===== config.mk =====
export PLATFORM = sky130hd
export DESIGN_NAME = scr_breakdown_monitor
export DESIGN_NICKNAME = d
export VERILOG_FILES = /design/src/rtl/scr_mon_pkg.sv /design/src/rtl/scr_window_det.sv /design/src/rtl/scr_breakdown_monitor.sv
export SDC_FILE = /design/constraint.sdc
export NUM_CORES = 1
export LEC_CHECK = 0
export CAP_MARGIN = 20
export CORE_MARGIN = 4
export CORE_UTILIZATION = 51
export CTS_CLUSTER_DIAMETER = 150
export CTS_CLUSTER_SIZE = 20
export DETAILED_ROUTE_END_ITERATION = 8
export PLACE_DENSITY = 0.81
export SLEW_MARGIN = 40
export SYNTH_ARGS = -nofsm -noshare
export SYNTH_HDL_FRONTEND = slang
export SYNTH_SLANG_ARGS = --single-unit

===== constraint.sdc =====
create_clock -name i_clk_50m -period 3.1 [get_ports i_clk_50m]
set_input_delay 0.62 -clock i_clk_50m [delete_from_list [all_inputs] [get_ports i_clk_50m]]
set_output_delay 0.62 -clock i_clk_50m [all_outputs]
set_load 0.05 [all_outputs]

===== src/rtl/scr_mon_pkg.sv =====
// Shared types and 50 MHz default timing for the SCR breakdown/BOD monitor.
// Latency: n/a (types, constants and a helper function only).
// Backpressure: n/a.
package scr_mon_pkg;

  // Detector sequence states
  typedef enum logic [1:0] {
    ST_IDLE,
    ST_BOD_WIN,
    ST_BLANK,
    ST_BRK_WIN
  } det_state_e;

  // Default windows at 50 MHz: BOD 500 us, blanking to 848 us, breakdown window to 10 ms
  localparam int DEF_CNT_W     = 20;
  localparam int DEF_T_BOD     = 25000;
  localparam int DEF_T_BLANK   = 42400;
  localparam int DEF_T_END     = 500000;
  localparam int DEF_FILT_LEN  = 8;
  localparam int DEF_CNT_SAT_W = 8;

  // Position of a detector in the packed counter bus: fwd-trigger detector even, neg odd
  function automatic int det_idx(input int ch, input bit neg_trig);
    return 2 * ch + (neg_trig ? 1 : 0);
  endfunction

endpackage


===== src/rtl/scr_window_det.sv =====
// One trigger-polarity detector: timed BOD / blank / breakdown windows on a feedback edge.
// Latency: results and done strobe register one clock after the deciding edge or window end.
// Backpressure: none; trigger edges while busy restart (RETRIG=1) or are dropped (RETRIG=0).
module scr_window_det
  import scr_mon_pkg::*;
#(
  parameter int CNT_W     = DEF_CNT_W,
  parameter int T_BOD     = DEF_T_BOD,
  parameter int T_BLANK   = DEF_T_BLANK,
  parameter int T_END     = DEF_T_END,
  parameter int RETRIG    = 0,
  parameter int CNT_SAT_W = DEF_CNT_SAT_W
) (
  input  logic                 clk_i,
  input  logic                 rst_i,
  input  logic                 trig_edge_i,
  input  logic                 fb_edge_i,
  input  logic                 forbid_i,
  input  logic                 cnt_clr_i,
  output logic                 brk_o,
  output logic                 bod_o,
  output logic                 done_o,
  output logic [CNT_SAT_W-1:0] brk_cnt_o
);

  localparam logic [CNT_W-1:0] T_BOD_C   = CNT_W'(T_BOD);
  localparam logic [CNT_W-1:0] T_BLANK_C = CNT_W'(T_BLANK);
  localparam logic [CNT_W-1:0] T_END_C   = CNT_W'(T_END);

  det_state_e           state_q, state_d;
  logic [CNT_W-1:0]     cnt_q, cnt_d;
  logic                 bod_f_q, bod_f_d;
  logic                 brk_q, brk_d;
  logic                 bod_q, bod_d;
  logic                 done_q, done_d;
  logic [CNT_SAT_W-1:0] sat_q, sat_d;

  // State, window counter, results and fault counter registers
  always_ff @(posedge clk_i) begin
    if (rst_i) begin
      state_q <= ST_IDLE;
      cnt_q   <= '0;
      bod_f_q <= 1'b0;
      brk_q   <= 1'b0;
      bod_q   <= 1'b0;
      done_q  <= 1'b0;
      sat_q   <= '0;
    end else begin
      state_q <= state_d;
      cnt_q   <= cnt_d;
      bod_f_q <= bod_f_d;
      brk_q   <= brk_d;
      bod_q   <= bod_d;
      done_q  <= done_d;
      sat_q   <= sat_d;
    end
  end

  // Window sequencing, completion, retrigger, forbid override and counter clear
  always_comb begin
    state_d = state_q;
    cnt_d   = cnt_q;
    bod_f_d = bod_f_q;
    brk_d   = brk_q;
    bod_d   = bod_q;
    done_d  = 1'b0;
    sat_d   = sat_q;

    case (state_q)
      ST_IDLE: begin
        if (trig_edge_i) begin
          state_d = ST_BOD_WIN;
          cnt_d   = CNT_W'(1);
          bod_f_d = 1'b0;
        end
      end
      ST_BOD_WIN: begin
        cnt_d = cnt_q + 1'b1;
        if (fb_edge_i) bod_f_d = 1'b1;
        if (cnt_q == T_BOD_C) state_d = ST_BLANK;
      end
      ST_BLANK: begin
        cnt_d = cnt_q + 1'b1;
        if (cnt_q == T_BLANK_C) state_d = ST_BRK_WIN;
      end
      ST_BRK_WIN: begin
        // An edge on the last counted clock still counts as breakdown
        if (fb_edge_i || (cnt_q == T_END_C)) begin
          state_d = ST_IDLE;
          cnt_d   = '0;
          brk_d   = fb_edge_i;
          bod_d   = bod_f_q;
          done_d  = 1'b1;
          if (fb_edge_i && (sat_q != '1)) sat_d = sat_q + 1'b1;
        end else begin
          cnt_d = cnt_q + 1'b1;
        end
      end
      default: state_d = ST_IDLE;
    endcase

    // Restart only if this clock is not already completing; a coincident edge is lost
    if ((RETRIG != 0) && trig_edge_i && (state_q != ST_IDLE) && !done_d) begin
      state_d = ST_BOD_WIN;
      cnt_d   = CNT_W'(1);
      bod_f_d = 1'b0;
    end

    // Forbid parks the detector and shows "light on" until the next real completion
    if (forbid_i) begin
      state_d = ST_IDLE;
      cnt_d   = '0;
      bod_f_d = 1'b0;
      brk_d   = 1'b1;
      bod_d   = 1'b1;
      done_d  = 1'b0;
      sat_d   = sat_q;
    end

    if (cnt_clr_i) sat_d = '0;
  end

  assign brk_o     = brk_q;
  assign bod_o     = bod_q;
  assign done_o    = done_q;
  assign brk_cnt_o = sat_q;

endmodule


===== src/rtl/scr_breakdown_monitor.sv =====
// Multi-channel SCR breakdown/BOD monitor: input sync, feedback glitch filter, 2 detectors/channel.
// Latency: trigger pin to detector 2 clocks; feedback pin to edge 2+FILT_LEN clocks; results +1.
// Backpressure: none; outputs are result levels and one-clock completion strobes.
module scr_breakdown_monitor
  import scr_mon_pkg::*;
#(
  parameter int N_CH      = 2,
  parameter int CNT_W     = DEF_CNT_W,
  parameter int T_BOD     = DEF_T_BOD,
  parameter int T_BLANK   = DEF_T_BLANK,
  parameter int T_END     = DEF_T_END,
  parameter int FILT_LEN  = DEF_FILT_LEN,
  parameter int RETRIG    = 0,
  parameter int CNT_SAT_W = DEF_CNT_SAT_W
) (
  input  logic                          i_clk_50m,
  input  logic                          i_rst,
  input  logic [N_CH-1:0]               i_signal,
  input  logic [N_CH-1:0]               i_signal_forward,
  input  logic [N_CH-1:0]               i_signal_negative,
  input  logic                          i_signal_forbid,
  input  logic                          i_cnt_clr,
  output logic [N_CH-1:0]               o_brk_fwd,
  output logic [N_CH-1:0]               o_brk_neg,
  output logic [N_CH-1:0]               o_bod_fwd,
  output logic [N_CH-1:0]               o_bod_neg,
  output logic [N_CH-1:0]               o_done_fwd,
  output logic [N_CH-1:0]               o_done_neg,
  output logic [2*N_CH*CNT_SAT_W-1:0]   o_brk_cnt
);

  localparam int FW = $clog2(FILT_LEN + 1);
  localparam logic [FW-1:0] FILT_MAX = FW'(FILT_LEN - 1);

  logic [N_CH-1:0] fwd_meta_q, fwd_sync_q, fwd_prev_q;
  logic [N_CH-1:0] neg_meta_q, neg_sync_q, neg_prev_q;
  logic [N_CH-1:0] fb_meta_q, fb_sync_q;
  logic [N_CH-1:0] filt_q, filt_d, filt_prev_q;
  logic [FW-1:0]   filt_cnt_q [N_CH];
  logic [FW-1:0]   filt_cnt_d [N_CH];

  logic [N_CH-1:0] fwd_edge, neg_edge, fb_edge;

  // Two-flop synchronisers, trigger edge history and filter state
  always_ff @(posedge i_clk_50m) begin
    if (i_rst) begin
      fwd_meta_q  <= '0;
      fwd_sync_q  <= '0;
      fwd_prev_q  <= '0;
      neg_meta_q  <= '0;
      neg_sync_q  <= '0;
      neg_prev_q  <= '0;
      fb_meta_q   <= '0;
      fb_sync_q   <= '0;
      filt_q      <= '0;
      filt_prev_q <= '0;
      for (int c = 0; c < N_CH; c++) filt_cnt_q[c] <= '0;
    end else begin
      fwd_meta_q  <= i_signal_forward;
      fwd_sync_q  <= fwd_meta_q;
      fwd_prev_q  <= fwd_sync_q;
      neg_meta_q  <= i_signal_negative;
      neg_sync_q  <= neg_meta_q;
      neg_prev_q  <= neg_sync_q;
      fb_meta_q   <= i_signal;
      fb_sync_q   <= fb_meta_q;
      filt_q      <= filt_d;
      filt_prev_q <= filt_q;
      for (int c = 0; c < N_CH; c++) filt_cnt_q[c] <= filt_cnt_d[c];
    end
  end

  // Filtered feedback follows the synced input only after FILT_LEN consecutive differing samples
  always_comb begin
    filt_d = filt_q;
    for (int c = 0; c < N_CH; c++) begin
      filt_cnt_d[c] = '0;
      if (fb_sync_q[c] != filt_q[c]) begin
        if (filt_cnt_q[c] == FILT_MAX) begin
          filt_d[c] = fb_sync_q[c];
        end else begin
          filt_cnt_d[c] = filt_cnt_q[c] + 1'b1;
        end
      end
    end
  end

  // Edge history keeps tracking during forbid, so releasing it never fakes a trigger
  assign fwd_edge = fwd_sync_q & ~fwd_prev_q;
  assign neg_edge = neg_sync_q & ~neg_prev_q;
  assign fb_edge  = filt_q & ~filt_prev_q;

  for (genvar c = 0; c < N_CH; c++) begin : g_ch
    localparam int K_FWD = det_idx(c, 1'b0);
    localparam int K_NEG = det_idx(c, 1'b1);

    // Forward trigger: early edge is forward BOD, late edge is negative breakdown
    scr_window_det #(
      .CNT_W(CNT_W), .T_BOD(T_BOD), .T_BLANK(T_BLANK), .T_END(T_END),
      .RETRIG(RETRIG), .CNT_SAT_W(CNT_SAT_W)
    ) u_det_fwd (
      .clk_i      (i_clk_50m),
      .rst_i      (i_rst),
      .trig_edge_i(fwd_edge[c]),
      .fb_edge_i  (fb_edge[c]),
      .forbid_i   (i_signal_forbid),
      .cnt_clr_i  (i_cnt_clr),
      .brk_o      (o_brk_neg[c]),
      .bod_o      (o_bod_fwd[c]),
      .done_o     (o_done_fwd[c]),
      .brk_cnt_o  (o_brk_cnt[K_FWD*CNT_SAT_W +: CNT_SAT_W])
    );

    // Negative trigger: early edge is negative BOD, late edge is forward breakdown
    scr_window_det #(
      .CNT_W(CNT_W), .T_BOD(T_BOD), .T_BLANK(T_BLANK), .T_END(T_END),
      .RETRIG(RETRIG), .CNT_SAT_W(CNT_SAT_W)
    ) u_det_neg (
      .clk_i      (i_clk_50m),
      .rst_i      (i_rst),
      .trig_edge_i(neg_edge[c]),
      .fb_edge_i  (fb_edge[c]),
      .forbid_i   (i_signal_forbid),
      .cnt_clr_i  (i_cnt_clr),
      .brk_o      (o_brk_fwd[c]),
      .bod_o      (o_bod_neg[c]),
      .done_o     (o_done_neg[c]),
      .brk_cnt_o  (o_brk_cnt[K_NEG*CNT_SAT_W +: CNT_SAT_W])
    );
  end

endmodule


==> Yosys cells after proc, flatten, opt, wreduce, memory -nomap -nowiden <==
Memory sizes are Yosys's and may differ from the RTL's.
Cells that the tools add are included.
{ "classes": {"addsub": 10, "eq_ne": 52, "muxes": 79, "bitwise_logic": 13, "reduce_logical": 52} }
{ "op_table": {"columns": ["cell", "n"], "rows": [
  ["one-hot mux 20 bit (3 select lines)", 4],
  ["2-to-1 mux 20 bit", 8],
  ["adder 20 x 1 -> 20 bit (second input constant)", 4],
  ["equality test 20 x 15 -> 1 bit (second input constant)", 4],
  ["equality test 20 x 16 -> 1 bit (second input constant)", 4],
  ["equality test 20 x 19 -> 1 bit (second input constant)", 4],
  ["2-to-1 mux 1 bit", 37],
  ["adder 8 x 1 -> 8 bit (second input constant)", 4],
  ["2-to-1 mux 2 bit", 16],
  ["inequality test 8 bit (second input constant)", 4],
  ["one-hot mux 2 bit (4 select lines)", 4],
  ["AND reduction 4 bit", 8],
  ["2-to-1 mux 4 bit", 6],
  ["inequality test 2 x 1 -> 1 bit (second input constant)", 12],
  ["nonzero test 2 bit", 12],
  ["equality test 2 bit (second input constant)", 8],
  ["inequality test 2 bit (second input constant)", 8],
  ["AND reduction 2 bit", 6],
  ["AND reduction 3 bit", 4],
  ["OR reduction 2 bit", 6],
  ["OR reduction 3 bit", 4],
  ["adder 4 x 1 -> 4 bit (second input constant)", 2],
  ["equality test 2 x 1 -> 1 bit (second input constant)", 4],
  ["equality test 4 x 3 -> 1 bit (second input constant)", 2],
  ["9 further kinds", 31]
]} }
{ "word_totals": {"reg_bits": 156, "ram_bits": 8, "inputBits": 10, "output_inout_bits": 44, "word_cells": 246, "memories": 1} }
{ "memory_table": {"columns": ["memory", "words", "word_bits", "read_ports", "rd_clocked_by_memory_dff", "wr", "line", "source"], "rows": [
  ["filt_cnt_q", 2, 4, 2, 0, 2, "scr_breakdown_monitor.sv:39", "logic [FW-1:0] filt_cnt_q [N_CH];"]
]} }

==> Longest topological paths before layout <==
{ "logic_depth": {"ltp_word": 6, "mapped_depth": 9, "depth_no_buf": 8} }

==> Hierarchy <==
Synthesis repeated with hierarchy kept, for this count alone.
{ "unflattened": {"hier_cells": 1116, "hier_area_um2": 9345.2} }
{ "modules_own_cells": {"columns": ["module", "instances", "cells_per_inst", "area_per_inst_um2", "seq_area_each_um2"], "rows": [
  ["scr_window_det at g_ch[0].u_det_fwd ...", 3, 268, 2167.1, 680.7],
  ["scr_window_det at g_ch[1].u_det_neg", 1, 230, 1925.6, 680.7],
  ["scr_breakdown_monitor", 1, 82, 918.4, 560.5]
]} }

==> Least setup slack after synthesis <==
Ideal clock, no wire load.
{ "synth_path": {"kind": "register to register", "from": "reg g_ch[0].u_det_fwd.sat_q[0]", "to": "reg g_ch[0].u_det_fwd.sat_q[5]", "setup_time_ns": 0.128, "t_arrival_ns": 1.981, "required_time_ns": 2.972, "slack_ns": 0.992, "path_stages_with_launch": 8, "path_buffers": 0, "period_less_slack_ns": 2.108, "path_cell_list": "dfxtp_1 > ha_1 > nand2_1 > o311a_1 > and4_1 > nand3_1 > xor2_1 > nor2_1"} }
{ "synth_between": {"elab_chain_len": 3, "elab_cells_between_ends": 4, "cone_classes": "1 x add/sub; 1 x eq/ne; 2 x reduce/logical"} }
{ "synth_rtl": {"columns": ["item", "line", "source"], "rows": [
  ["start: declaration", "scr_window_det.sv:36", "logic [CNT_SAT_W-1:0] sat_q, sat_d;"],
  ["start signal: assignment", "scr_window_det.sv:55", "sat_q <= sat_d;"],
  ["branches (longest 3 deep; another with adder 8 x 1 -> 8 bit)", null, null]
]} }
Several ways; the timed one is not identified.
A chain may end at the register's enable or synchronous reset.

==> Worst setup path in the final report <==
{ "layout_path": {"from": "reg g_ch[0].u_det_fwd.cnt_q[0]", "to": "reg g_ch[0].u_det_fwd.cnt_q[10]"} }
{ "layout_between": {"elab_chain_len": 4, "elab_cells_between_ends": 5, "cone_classes": "1 x add/sub; 1 x eq/ne; 2 x mux; 1 x reduce/logical"} }
{ "layout_rtl": {"columns": ["item", "line", "source"], "rows": [
  ["start: declaration", "scr_window_det.sv:31", "logic [CNT_W-1:0] cnt_q, cnt_d;"],
  ["start signal: assignment", "scr_window_det.sv:50", "cnt_q <= cnt_d;"],
  ["branches (longest 3 deep; another with adder 20 x 1 -> 20 bit)", null, null],
  ["one-hot mux 20 bit (3 select lines) (*)", "scr_window_det.sv:69", "case (state_q)"]
]} }
Mark *: on every way between the ends.

==> key figures <==
Detailed routing
  – DRT Pass-1 Iters: 6
  – Avg WL per Cell: 14.3 µm
  – DRC: 0
  – Iteration-0 DRC Markers: 457
  – Vias per cell: 5.65
  – Total vias in the final route: 6905
  – Drt total wl: 17500 µm
  – Routed Antenna Nets: 0

Synth
  – Async SR Flop Fraction: 0
  – Ys flop type: dfxtp_1
  – Mapped Cells: 960
  – Commonest cells in the netlist: 164 x dfxtp_1, 130 x nor2_1, 66 x nand2_1, 47 x a21oi_1, 47 x nand3_1
  – Sequential fraction of the synthesis area: 0.397
  – Ys Warns: 0
  – Synth cell types: 84
  – Post-Syn Area: 0.00827 mm²
  – Post-synth EDFFs: 0
  – Top cells by area, synth: dfxtp_1 40%, nor2_1 5.9%, ha_1 5.1%, xor2_1 3.3%, nand2_1 3.0%
  – Syn Area/Cell: 8.61 µm²
  – Yosys reg bits: 164
  – Count leader, synth: dfxtp_1
  – Synth area leader: dfxtp_1
  – Post-Synthesis Net Count: 1004
  – Yosys top cell area share: 0.397

Power
  – Worst vdd ir: 0.351 mV
  – Leak: 3.17 nW
  – PwrDens: 472 mW/mm²

Timing
  – Fmax: 0.403 GHz
  – Slew HR: 0.508
  – RSZ-0062 raised after global routing: false
  – Final hold vios: 0
  – Slew Limit Fails: 0
  – Minimum clock period: 2480 ps
  – Worst-margin pin slew: 731 ps
  – Clock skew: 7.77 ps
  – Final setup viols: 0
  – Setup TNS: 0 ps
  – Final worst path period share: 0.800

Critical path
  – Worst setup EP type: flip-flop
  – Startpoint types: flip-flop
  – Req. time, crit path: 3380 ps
  – Buf/Inv on CP: 2
  – Worst Path Class, Setup: flip-flop to flip-flop
  – Crit path largest cell delay: 590 ps
  – Worst-path cell chain: inv_1 -> ha_1 -> nor4bb_1 -> nand4b_1 -> a221oi_2 -> buf_4 -> a21oi_1 -> o21ai_0 -> a21oi_1
  – CP delay by family, top: compound AO/OA/AOI/OAI gates
  – Worst path most repeated cell: a21oi_1
  – Critical Path Fanout Max: 7
  – Slowest-stage cell, CP: a221oi_2
  – Arrival time of the worst setup path: 2760 ps

Clock network
  – Htree depth: 4
  – Post_cts resized: 0
  – Root buffer cell: clkbuf_16
  – Max Buffers Root-to-Sink: 2
  – CTS buffer count: 17
  – Clk_lat worst skew: 430 ps
  – Hold buffer count at CTS: 0
  – Clock transition at the registers of the reported paths: 70 ps
  – Clock tree sinks: 164
  – TritonCTS clock tree: yes
  – Post-CTS setup repair buffer count: 0

Global route
  – Total GRT Usage: 0.196
  – Number of global-route vias before repair: 6446
  – Gr ovfl total: 0
  – Largest net degree at the start of global routing: 62
  – Initial antenna violation count: 0
  – First-pass GRT wire length: 30100 µm

Run
  – Max_cap viols: 0

Floorplan
  – Row count: 46
  – Initial Util: 0.520
  – Die width: 135 µm
  – I/O Pins: 54
  – Die area: 0.0183 mm²
  – Die height: 135 µm
  – Core area: 0.0159 mm²

Finish
  – Antenna cells: 0
  – Filler cells: 1361
  – Post-route insts no fill: 1223
  – Final Util: 0.597
  – Fin nets: 1038
  – P&R area growth vs syn: 14.7%
  – Share of cells above drive strength 1: 0.0775

Placement
  – Port bufs: 53
  – Final HPWL DP: 12000 µm
  – GPL Wtd Cong: 0.855
  – DP Cell Count: 1191

Min path
  – Hold Crit Class: flip-flop to flip-flop

Run status
  – Status: finished, final reports clean
placed cells by master (no fill, tap or decap), drive strengths merged, types with 18 or more instances in the layout:
cell | synthesis | routed
nand2 | 67 | 67
dfxtp | 164 | 164
nor3 | 30 | 30
clkdlybuf4s50 | 0 | 53
ha | 34 | 34
xor2 | 31 | 31
nand3 | 50 | 50
clkbuf | 22 | 18
xnor2 | 22 | 22
nor2b | 26 | 26
o21ai | 34 | 34
a21oi | 48 | 48
nand4 | 29 | 29
inv | 41 | 46
nor2 | 131 | 131
worst register-to-register path, cell delays in order (launching register included):
cell and delay (ps):
dfxtp_1 330, inv_1 110, ha_1 150, nor4bb_1 340
nand4b_1 270, a221oi_2 590, buf_4 250, a21oi_1 50
o21ai_0 160, a21oi_1 80
cell type report:
type	instances	area [µm²]	area share
clock buffer	18	439	0.0463
clock inverter	14	169	0.0178
inverter	41	154	0.0162
multi-input combinational	707	4560	0.481
sequential	164	3280	0.346
tap	216	270	0.0285
timing repair buffer	63	606	0.0639
sequential cells by signal, indices dropped and copies added, names as in the netlist, 4 cells and up:
signal and cells:
g_ch.u_det_neg.cnt_q 40, g_ch.u_det_fwd.brk_cnt_o 16, g_ch.u_det_fwd.state_q 4, g_ch.u_det_neg.brk_cnt_o 16, g_ch.u_det_fwd.cnt_q 40, filt_cnt_q 8, g_ch.u_det_neg.state_q 4
logic make-up after synthesis:
| logic type | count (synthesis) | synth area share |
|---|---|---|
| adder cells (fa/ha/maj) | 34 | 0.0515 |
| multiplexers | 11 | 0.0133 |
| flip-flops | 164 | 0.397 |
| XOR/XNOR | 53 | 0.0562 |
| AO/OA/AOI/OAI | 170 | 0.147 |
| AND/OR/NAND/NOR | 439 | 0.284 |
| buffers and inverters | 89 | 0.0512 |
worst paths after layout:
kind | start | to | slack (ps) | cells after the start
max | g_ch[0].u_det_fwd.cnt_q[0] | g_ch[0].u_det_fwd.cnt_q[10] | 620 | 9
min | neg_meta_q[1] | neg_sync_q[1] | 440 | 1
max reg2reg | g_ch[0].u_det_fwd.cnt_q[0] | g_ch[0].u_det_fwd.cnt_q[10] | 620 | 9
min reg2reg | neg_meta_q[1] | neg_sync_q[1] | 440 | 1
layer usage:
layer  routed length [µm]  track usage  vias up  part of all wire
met4                  287       0.0649        0             0.016
met2                 8000        0.310      147              0.46
met5                    0            0        -                 0
met1                 8430        0.265     3245              0.48
li1                     -            -     3486                 -
met3                  815       0.0472       27             0.046
power breakdown:
part / switching [mW] / total, mW / internal (mW)
clock: 0.915 / 2.15 / 1.23
combinational: 0.127 / 0.187 / 0.0599
sequential: 0.0137 / 2.14 / 2.13
through the flow:
step	hold WS [ps]	worst slack [ps]	instance area [µm²]	total power, mW
CTS	440	671	9480	4.51
floorplan	414	992	8270	2.32
global placement	415	629	8870	2.37
detailed placement	424	578	8870	2.37
global route	459	418	9480	4.61
finish	438	620	9480	4.48
Note: power is estimated with default switching activity, not from simulation.
